$ cat src/rtl/panel_scan_matrix.sv
// Front-panel LED/switch matrix scanner: time-multiplexes LED rows with per-row PWM onto shared
// columns, then scans switch rows and debounces them over whole frames.
`timescale 1ns / 1ps
module panel_scan_matrix #(
  parameter int unsigned N_LED_ROWS   = 8,
  parameter int unsigned N_SW_ROWS    = 3,
  parameter int unsigned N_COLS       = 12,
  parameter int unsigned DISPLAY_TIME = 100000,
  parameter int unsigned PAUSE_TIME   = 500,
  parameter int unsigned SW_TIME      = 500,
  parameter int unsigned DB_FRAMES    = 3,
  parameter int unsigned BRIGHT_BITS  = 4
) (
  input  logic                            clk,
  input  logic                            rst_n,
  input  logic [N_LED_ROWS*N_COLS-1:0]    led_data,
  input  logic [BRIGHT_BITS-1:0]          led_bright,
  output logic [N_LED_ROWS-1:0]           led_row_o,
  output logic                            led_row_oe,
  output logic [N_COLS-1:0]               col_o,
  output logic                            col_oe,
  input  logic [N_COLS-1:0]               col_i,
  output logic [N_SW_ROWS-1:0]            sw_row_oe,
  output logic [N_SW_ROWS*N_COLS-1:0]     sw_state,
  output logic [N_SW_ROWS*N_COLS-1:0]     sw_rise,
  output logic                            sw_valid,
  output logic                            frame_start
);

  localparam int unsigned TMax = (DISPLAY_TIME > SW_TIME) ? DISPLAY_TIME : SW_TIME;
  localparam int unsigned TW   = (TMax > 1) ? $clog2(TMax) : 1;
  localparam int unsigned RMax = (N_LED_ROWS > N_SW_ROWS) ? N_LED_ROWS : N_SW_ROWS;
  localparam int unsigned RW   = (RMax > 1) ? $clog2(RMax) : 1;
  localparam int unsigned NB   = N_SW_ROWS * N_COLS;
  localparam int unsigned CW   = (DB_FRAMES > 1) ? $clog2(DB_FRAMES) : 1;

  typedef enum logic [1:0] {StLed, StSw, StUpdate} phase_e;

  phase_e                 phase_q, phase_d;
  logic [TW-1:0]          t_q, t_d;
  logic [RW-1:0]          row_q, row_d;
  logic [N_COLS-1:0]      row_cap_q;
  logic [BRIGHT_BITS-1:0] bright_cap_q;
  logic [N_COLS-1:0]      sync1_q, sync2_q;
  logic [NB-1:0]          raw_q, raw_d;
  logic [NB-1:0]          sw_state_q, sw_state_d;
  logic [NB-1:0]          sw_rise_q, sw_rise_d;
  logic                   sw_valid_q, sw_valid_d;
  logic [CW-1:0]          cnt_q [NB];
  logic [CW-1:0]          cnt_d [NB];

  logic                   led_last, sw_last, led_row_last, sw_row_last, slot_start;
  logic [N_COLS-1:0]      row_live, row_eff;
  logic [BRIGHT_BITS-1:0] bright_eff, pwm_cnt;
  logic [31:0]            t32;
  logic                   in_window, pwm_on;

  assign led_last     = (t_q == TW'(DISPLAY_TIME - 1));
  assign sw_last      = (t_q == TW'(SW_TIME - 1));
  assign led_row_last = (row_q == RW'(N_LED_ROWS - 1));
  assign sw_row_last  = (row_q == RW'(N_SW_ROWS - 1));
  assign slot_start   = (phase_q == StLed) && (t_q == '0);

  always_comb begin
    phase_d = phase_q;
    t_d     = t_q + 1'b1;
    row_d   = row_q;
    case (phase_q)
      StLed: begin
        if (led_last) begin
          t_d = '0;
          if (led_row_last) begin
            row_d   = '0;
            phase_d = StSw;
          end else begin
            row_d = row_q + 1'b1;
          end
        end
      end
      StSw: begin
        if (sw_last) begin
          t_d = '0;
          if (sw_row_last) begin
            row_d   = '0;
            phase_d = StUpdate;
          end else begin
            row_d = row_q + 1'b1;
          end
        end
      end
      default: begin
        phase_d = StLed;
        t_d     = '0;
        row_d   = '0;
      end
    endcase
  end

  always_comb begin
    row_live = '0;
    for (int r = 0; r < N_LED_ROWS; r++) begin
      if (row_q == RW'(r)) row_live = led_data[r*N_COLS +: N_COLS];
    end
  end

  // In the capture cycle itself the live inputs stand in for the not-yet-loaded registers.
  assign row_eff    = slot_start ? row_live   : row_cap_q;
  assign bright_eff = slot_start ? led_bright : bright_cap_q;

  assign t32       = 32'(t_q);
  assign in_window = (phase_q == StLed) && (t32 >= PAUSE_TIME) &&
                     (t32 < DISPLAY_TIME - PAUSE_TIME);
  assign pwm_cnt   = BRIGHT_BITS'(t32 - PAUSE_TIME);
  assign pwm_on    = (&bright_eff) || (pwm_cnt < bright_eff);

  // Outputs decode from the scan position; rst_n gates them so reset blanks the pads at once.
  always_comb begin
    led_row_o   = '0;
    led_row_oe  = 1'b0;
    col_o       = '0;
    col_oe      = 1'b0;
    sw_row_oe   = '0;
    frame_start = 1'b0;
    if (rst_n) begin
      case (phase_q)
        StLed: begin
          for (int r = 0; r < N_LED_ROWS; r++) led_row_o[r] = (row_q == RW'(r));
          col_o       = ~row_eff;
          col_oe      = in_window && pwm_on;
          led_row_oe  = in_window && pwm_on;
          frame_start = (row_q == '0) && (t_q == '0);
        end
        StSw: begin
          for (int s = 0; s < N_SW_ROWS; s++) sw_row_oe[s] = (row_q == RW'(s));
        end
        default: ;
      endcase
    end
  end

  always_comb begin
    raw_d = raw_q;
    if ((phase_q == StSw) && sw_last) begin
      for (int s = 0; s < N_SW_ROWS; s++) begin
        if (row_q == RW'(s)) raw_d[s*N_COLS +: N_COLS] = ~sync2_q;
      end
    end
  end

  always_comb begin
    sw_state_d = sw_state_q;
    sw_rise_d  = '0;
    sw_valid_d = 1'b0;
    for (int b = 0; b < NB; b++) cnt_d[b] = cnt_q[b];
    if (phase_q == StUpdate) begin
      sw_valid_d = 1'b1;
      for (int b = 0; b < NB; b++) begin
        if (raw_q[b] == sw_state_q[b]) begin
          cnt_d[b] = '0;
        end else if (cnt_q[b] == CW'(DB_FRAMES - 1)) begin
          sw_state_d[b] = raw_q[b];
          sw_rise_d[b]  = raw_q[b];
          cnt_d[b]      = '0;
        end else begin
          cnt_d[b] = cnt_q[b] + 1'b1;
        end
      end
    end
  end

  always_ff @(posedge clk or negedge rst_n) begin
    if (!rst_n) begin
      phase_q      <= StLed;
      t_q          <= '0;
      row_q        <= '0;
      row_cap_q    <= '0;
      bright_cap_q <= '0;
      sync1_q      <= '0;
      sync2_q      <= '0;
      raw_q        <= '0;
      sw_state_q   <= '0;
      sw_rise_q    <= '0;
      sw_valid_q   <= 1'b0;
      for (int b = 0; b < NB; b++) cnt_q[b] <= '0;
    end else begin
      phase_q    <= phase_d;
      t_q        <= t_d;
      row_q      <= row_d;
      sync1_q    <= col_i;
      sync2_q    <= sync1_q;
      raw_q      <= raw_d;
      sw_state_q <= sw_state_d;
      sw_rise_q  <= sw_rise_d;
      sw_valid_q <= sw_valid_d;
      cnt_q      <= cnt_d;
      if (slot_start) begin
        row_cap_q    <= row_live;
        bright_cap_q <= led_bright;
      end
    end
  end

  assign sw_state = sw_state_q;
  assign sw_rise  = sw_rise_q;
  assign sw_valid = sw_valid_q;

endmodule

$ cat config.mk
export PLATFORM = sky130hd
export DESIGN_NAME = panel_scan_matrix
export DESIGN_NICKNAME = d
export VERILOG_FILES = /design/src/rtl/panel_scan_matrix.sv
export SDC_FILE = /design/constraint.sdc
export NUM_CORES = 1
export LEC_CHECK = 0
export BUFFER_PORTS_ARGS = -buffer_cell sky130_fd_sc_hd__buf_2
export CORE_UTILIZATION = 45
export DETAILED_ROUTE_END_ITERATION = 8
export HOLD_SLACK_MARGIN = 0.1
export PLACE_DENSITY = 0.67
export SLEW_MARGIN = 20
export SYNTH_ARGS = -nofsm -noshare
export SYNTH_HDL_FRONTEND = slang
export SYNTH_SLANG_ARGS = --single-unit
$ cat constraint.sdc
create_clock -name clk -period 4.7 [get_ports clk]
set_input_delay 0.235 -clock clk [delete_from_list [all_inputs] [get_ports clk]]
set_output_delay 0.235 -clock clk [all_outputs]
set_load 0.03 [all_outputs]
# Yosys cells after proc, flatten, opt, wreduce, memory -nomap -nowiden
# Index checks and enable logic that the tools add are counted.
op_classes:
  n_addsub: 39
  magnitude_cmp: 3
  n_eq_ne: 87
  mux: 179
  bitwise: 38
  n_reduce_logical: 52
ops:
  columns: ["cell", "count"]
  rows:
  - ["2-to-1 mux 2 bit", 76]
  - ["2-to-1 mux 12 bit", 11]
  - ["AND reduction 3 bit", 36]
  - ["2-to-1 mux 1 bit", 77]
  - ["equality test 2 bit, second input constant", 37]
  - ["adder 2 x 1 -> 2 bit, second input constant", 36]
  - ["equality test 1 bit", 36]
  - ["2-to-1 mux 36 bit", 1]
  - ["NOT 1 bit", 36]
  - ["2-to-1 mux 17 bit", 2]
  - ["one-hot mux 17 bit (2 select lines)", 1]
  - ["NOT 12 bit", 2]
  - ["2-to-1 mux 3 bit", 6]
  - ["adder 17 x 1 -> 17 bit, second input constant", 1]
  - ["equality test 17 bit, second input constant", 1]
  - ["equality test 17 x 9 -> 1 bit, second input constant", 1]
  - [">= comparator 17 x 9 -> 1 bit, second input constant", 1]
  - ["zero test 17 bit", 1]
  - ["< comparator 17 bit, second input constant", 1]
  - ["2-to-1 mux 8 bit", 2]
  - ["equality test 3 bit, second input constant", 4]
  - ["!= test 2 bit, second input constant", 4]
  - ["AND reduction 2 bit", 4]
  - ["AND reduction 4 bit", 2]
  - ["13 further kinds", 19]
totals:
  register_bits: 243
  inputBits: 114
  elab_cells: 482

# Logic depth before layout (Yosys ltp)
depth:
  depth_word: 13
  ltp_mapped: 12

# Worst setup path after synthesis
# No wires, ideal clock.
synth_timing:
  path_kind: "register to output"
  from: "register t_q[9]"
  to: "output port led_row_oe"
  t_arrival_ns: 3.143
  t_required_ns: 4.465
  slack_ns: 1.322
  stages_incl_launch_ff: 11
  n_path_buf: 2
  cell_sequence: "dfrtp_1 -> or4_1 -> nor3_2 -> nand2_1 -> buf_2 -> mux2i_1 -> ha_1 -> or3_1 -> a31o_1 -> a31oi_1 -> buf_4"
synth_via:
  elab_chain_len: 8
synth_rtl:
  columns: ["item", "line", "rtl"]
  rows:
  - ["from (decl)", "40", "logic [TW-1:0] t_q, t_d;"]
  - ["from (signal assigned)", "187", "t_q <= t_d;"]
  - ["zero test 17 bit", "62", "assign slot_start = (phase_q == StLed) && (t_q == '0);"]
  - ["logical AND 1 bit", "62", null]
  - ["2-to-1 mux 4 bit", null, null]
  - ["< comparator 4 bit or AND reduction 4 bit (tied branches)", "114", "assign pwm_on = (&bright_eff) || (pwm_cnt < bright_eff);"]
  - ["logical OR 1 bit", "114", null]
  - ["logical AND 1 bit *", null, null]
  - ["2-to-1 mux 1 bit * (2 in series)", null, null]
  - ["to (decl)", "19", "output logic led_row_oe,"]
# Mark *: on every way between the ends. The rest lies on a longest branch, timed or not.

# Worst setup path after layout
layout_timing:
  from: "register row_q[2]"
  to: "output port col_o[10]"
layout_via:
  elab_chain_len: 13
layout_rtl:
  columns: ["item", "line", "rtl"]
  rows:
  - ["from (decl)", "41", "logic [RW-1:0] row_q, row_d;"]
  - ["from (signal assigned)", "188", "row_q <= row_d;"]
  - ["zero test 3 bit", "102", "if (row_q == RW'(r)) row_live = led_data[r*N_COLS +: N_COLS];"]
  - ["2-to-1 mux 12 bit (7 in series)", "102", null]
  - ["2-to-1 mux 12 bit *", "102", null]
  - ["2-to-1 mux 12 bit *", null, null]
  - ["NOT 12 bit *", "128", "col_o = ~row_eff;"]
  - ["2-to-1 mux 12 bit *", "125", "case (phase_q)"]
  - ["2-to-1 mux 12 bit *", "124", "if (rst_n) begin"]
  - ["to (decl)", "20", "output logic [N_COLS-1:0] col_o,"]
# Marks and branches as above.

==> results.yml <==
placement:
  hpwl_um: 18560
  gp_congestion: 0.9217
  dp_slack_ns: 1.389
  port_buffers: 212
yosys:
  synth_edf_count: 0
  syn_avg_cell_area_um2: 10.17
  ys_async_sr_fraction_pct: 100.0
  yosysWarningCount: 0
  ys_types: 58
  synth_nets: 1243
  netlist_instances: 1115
  ys_seq_elements: 243
  synthesis.area_um2: 11340
  synth_flop_cell: "dfrtp_1"
  yosysSeqAreaShare_pct: 53.61
global_routing:
  antenna_found_initial: 0
  grt_start_max_net_pins: 93
  grt_usage_pct: 20.87
  grt_pass1_vias: 8550
  grt_overflow_total: 0
  grt_pass1_wl_um: 43470
sta:
  final-hold-violation-count: 0
  tightest_slew_ns: 1.133
  post-route-worst-setup-slack_ns: 0.7906
  maxSlewHeadroom_pct: 23.89
  setup_viol: 0
  timing.final.crit_share_pct: 83.18
  max_freq_mhz: 255.8
  slew_violations: 0
  post-route-min-period_ns: 3.909
  grt_setup_unrepaired: "false"
  fin_setup_tns_ns: 0
  fin_skew_ns: 0.03026
routing:
  wl_met2_um: 12670
  routed_via_density: 5.336
  drc: 0
  wl_per_cell_um: 15.94
  highest_layer: "met4"
  met3_length_um: 1088
  wirelength_met1_um: 12260
  wl_um: 26730
  drt.antenna.violating_nets: 0
  first_pass_iters: 5
  first_iter_violations: 705
  vias: 8948
clock_network:
  root_buffer: "clkbuf_16"
  htreeDepth: 1
  cts_buffer_depth: 3
  clk_latency_ns: 0.54
  cts_sinks: 243
  post_cts_buffers: 0
  cts-buffers-inserted: 26
  cts_tree: "yes"
  clk_pin_slew_worst_paths_ns: 0.06
  post_cts_resized: 0
  hold_buffers: 27
floorplanning:
  die_area_um2: 25850
  core_um2: 24530
  initial_core_util_pct: 46.24
  boundaryPins: 213
  die_h_um: 160.8
  fp-row-count: 57
  die_w_um: 160.8
setup_path:
  slowest_stage: "dfrtp_1"
  crit_fanout: 21
  crit_buf_inv: 2
  cp-end-kind: "output pin"
  critPathKind: "reg -> out"
  path_cells: "clkinv_1, ha_1, nor2_1, a31oi_1, o311ai_0, a21oi_1, buf_2"
  critPathMaxStageDelay_ns: 0.75
  startpoint_type: "flip-flop"
  required_ns: 4.47
  cp_top_family: "compound AO/OA/AOI/OAI gates"
  arrival_ns: 3.67
cells_and_area:
  synthToLayoutAreaGrowth_pct: 21.31
  drive_gt1_share_pct: 24.61
  layout_common_cells: "dfrtp_1 (243), buf_2 (211), nand2_1 (183), nor2_1 (107)"
  nets: 1463
  final_common_cell: "dfrtp_1"
  diodes: 0
  fin_util_pct: 56.09
power_and_ir_drop:
  ir_worst_vdd_v: 0.0002097
  p_per_area_nw_per_um2: 313.2
  power_leakage_nw: 6.790
run_status:
  outcome: "complete, no violations"
worst_hold_path:
  hold_path.class: "in -> reg"
job:
  cap_violations: 0
-- cells in the mapped netlist, types with 12 or more instances --
| master | number | share of area (%) |
|---|---|---|
| nor2_1 | 107 | 3.5 |
| a31oi_1 | 12 | 0.66 |
| dfrtp_1 | 243 | 54 |
| xnor2_1 | 42 | 3.2 |
| nor4_1 | 38 | 2.1 |
| nor3b_1 | 42 | 2.8 |
| a21oi_1 | 40 | 1.8 |
| ha_1 | 14 | 1.5 |
| clkbuf_1 | 30 | 0.99 |
| nand2b_1 | 28 | 1.5 |
| mux2_2 | 41 | 4.1 |
| o21ai_0 | 42 | 1.9 |
| a21o_1 | 36 | 2.4 |
| nand2_1 | 183 | 6.1 |
| o31ai_1 | 41 | 2.7 |
| inv_1 | 16 | 0.53 |
-- routing by layer --
| metal | GRT usage, % | vias up |
|---|---|---|
| li1 | - | 4337 |
| met1 | 28.67 | 4340 |
| met2 | 34.38 | 222 |
| met3 | 2.763 | 49 |
| met4 | 6.561 | 0 |
| met5 | 0 | - |
-- per-stage QoR --
step / instance area [um^2] / hold WS (ns) / total power, mW / instances
after floorplan: 11340 / -0.06059 / 2.200 / 1115
after global routing: 13760 / 0.1310 / 4.469 / 1677
after global placement: 12640 / 0.1557 / 2.318 / 1604
after CTS: 13760 / 0.1026 / 4.361 / 1677
final: 13760 / 0.1379 / 4.310 / 1677
after detailed placement: 12640 / 0.1535 / 2.317 / 1604
-- power by group --
part	switching [mW]	internal, mW
clock	0.821	1.20
combinational	0.0954	0.0745
sequential	0.0145	2.11
-- area by class of cell --
cell class / instances / area (um^2)
Clock inverter: 16 / 173.9
Tap cell: 324 / 405.4
Sequential cell: 243 / 6081
Inverter: 20 / 75.07
Multi-Input combinational cell: 793 / 4918
Timing Repair Buffer: 251 / 1431
Clock buffer: 30 / 675.6
Fill cell: 2200 / 10770
-- sequential cells by signal, indices dropped and copies added, names as in the netlist --
register / flops
sw_state: 36
phase_q: 2
raw_q: 36
row_cap_q: 12
sync1_q: 12
sync2_q: 12
sw_rise: 36
row_q: 3
cnt_q: 72
sw_valid: 1
bright_cap_q: 4
t_q: 17
-- worst paths after layout --
path | from | to | slack (ns) | cells after the start
setup / recovery | row_q[2]$_DFFE_PN0P_ | col_o[10] | 0.79 | 7
hold / removal | led_data[84] | row_cap_q[0]$_DFF_PN0_ | 0.14 | 4
setup reg to reg | row_q[2]$_DFFE_PN0P_ | row_cap_q[10]$_DFF_PN0_ | 1.69 | 6
hold reg to reg | sync1_q[9]$_DFF_PN0_ | sync2_q[9]$_DFF_PN0_ | 0.33 | 0
max in group asynchronous | rst_n | sync1_q[3]$_DFF_PN0_ | 2.47 | 4
min in group asynchronous | rst_n | raw_q[32]$_DFFE_PN0P_ | 0.18 | 2
-- kinds of logic (layout without fill, tap and decap cells) --
group / after synthesis / after routing / synth area share, %
simple gates: 460 / 460 / 20.09
flops: 243 / 243 / 53.61
compound gates: 220 / 220 / 13.00
buf+inv: 79 / 317 / 3.099
xor+xnor: 51 / 51 / 3.938
mux: 48 / 48 / 4.721
fa+ha+maj: 14 / 14 / 1.544
-- worst register-to-register path: stages (launching register included) --
cell	delay, ns
dfrtp_1	0.75
clkinv_1	0.19
ha_1	0.43
nor2_1	0.72
a31oi_1	0.15
o311ai_0	0.51
and2_1	0.19
(Power assumes the default switching activity.)
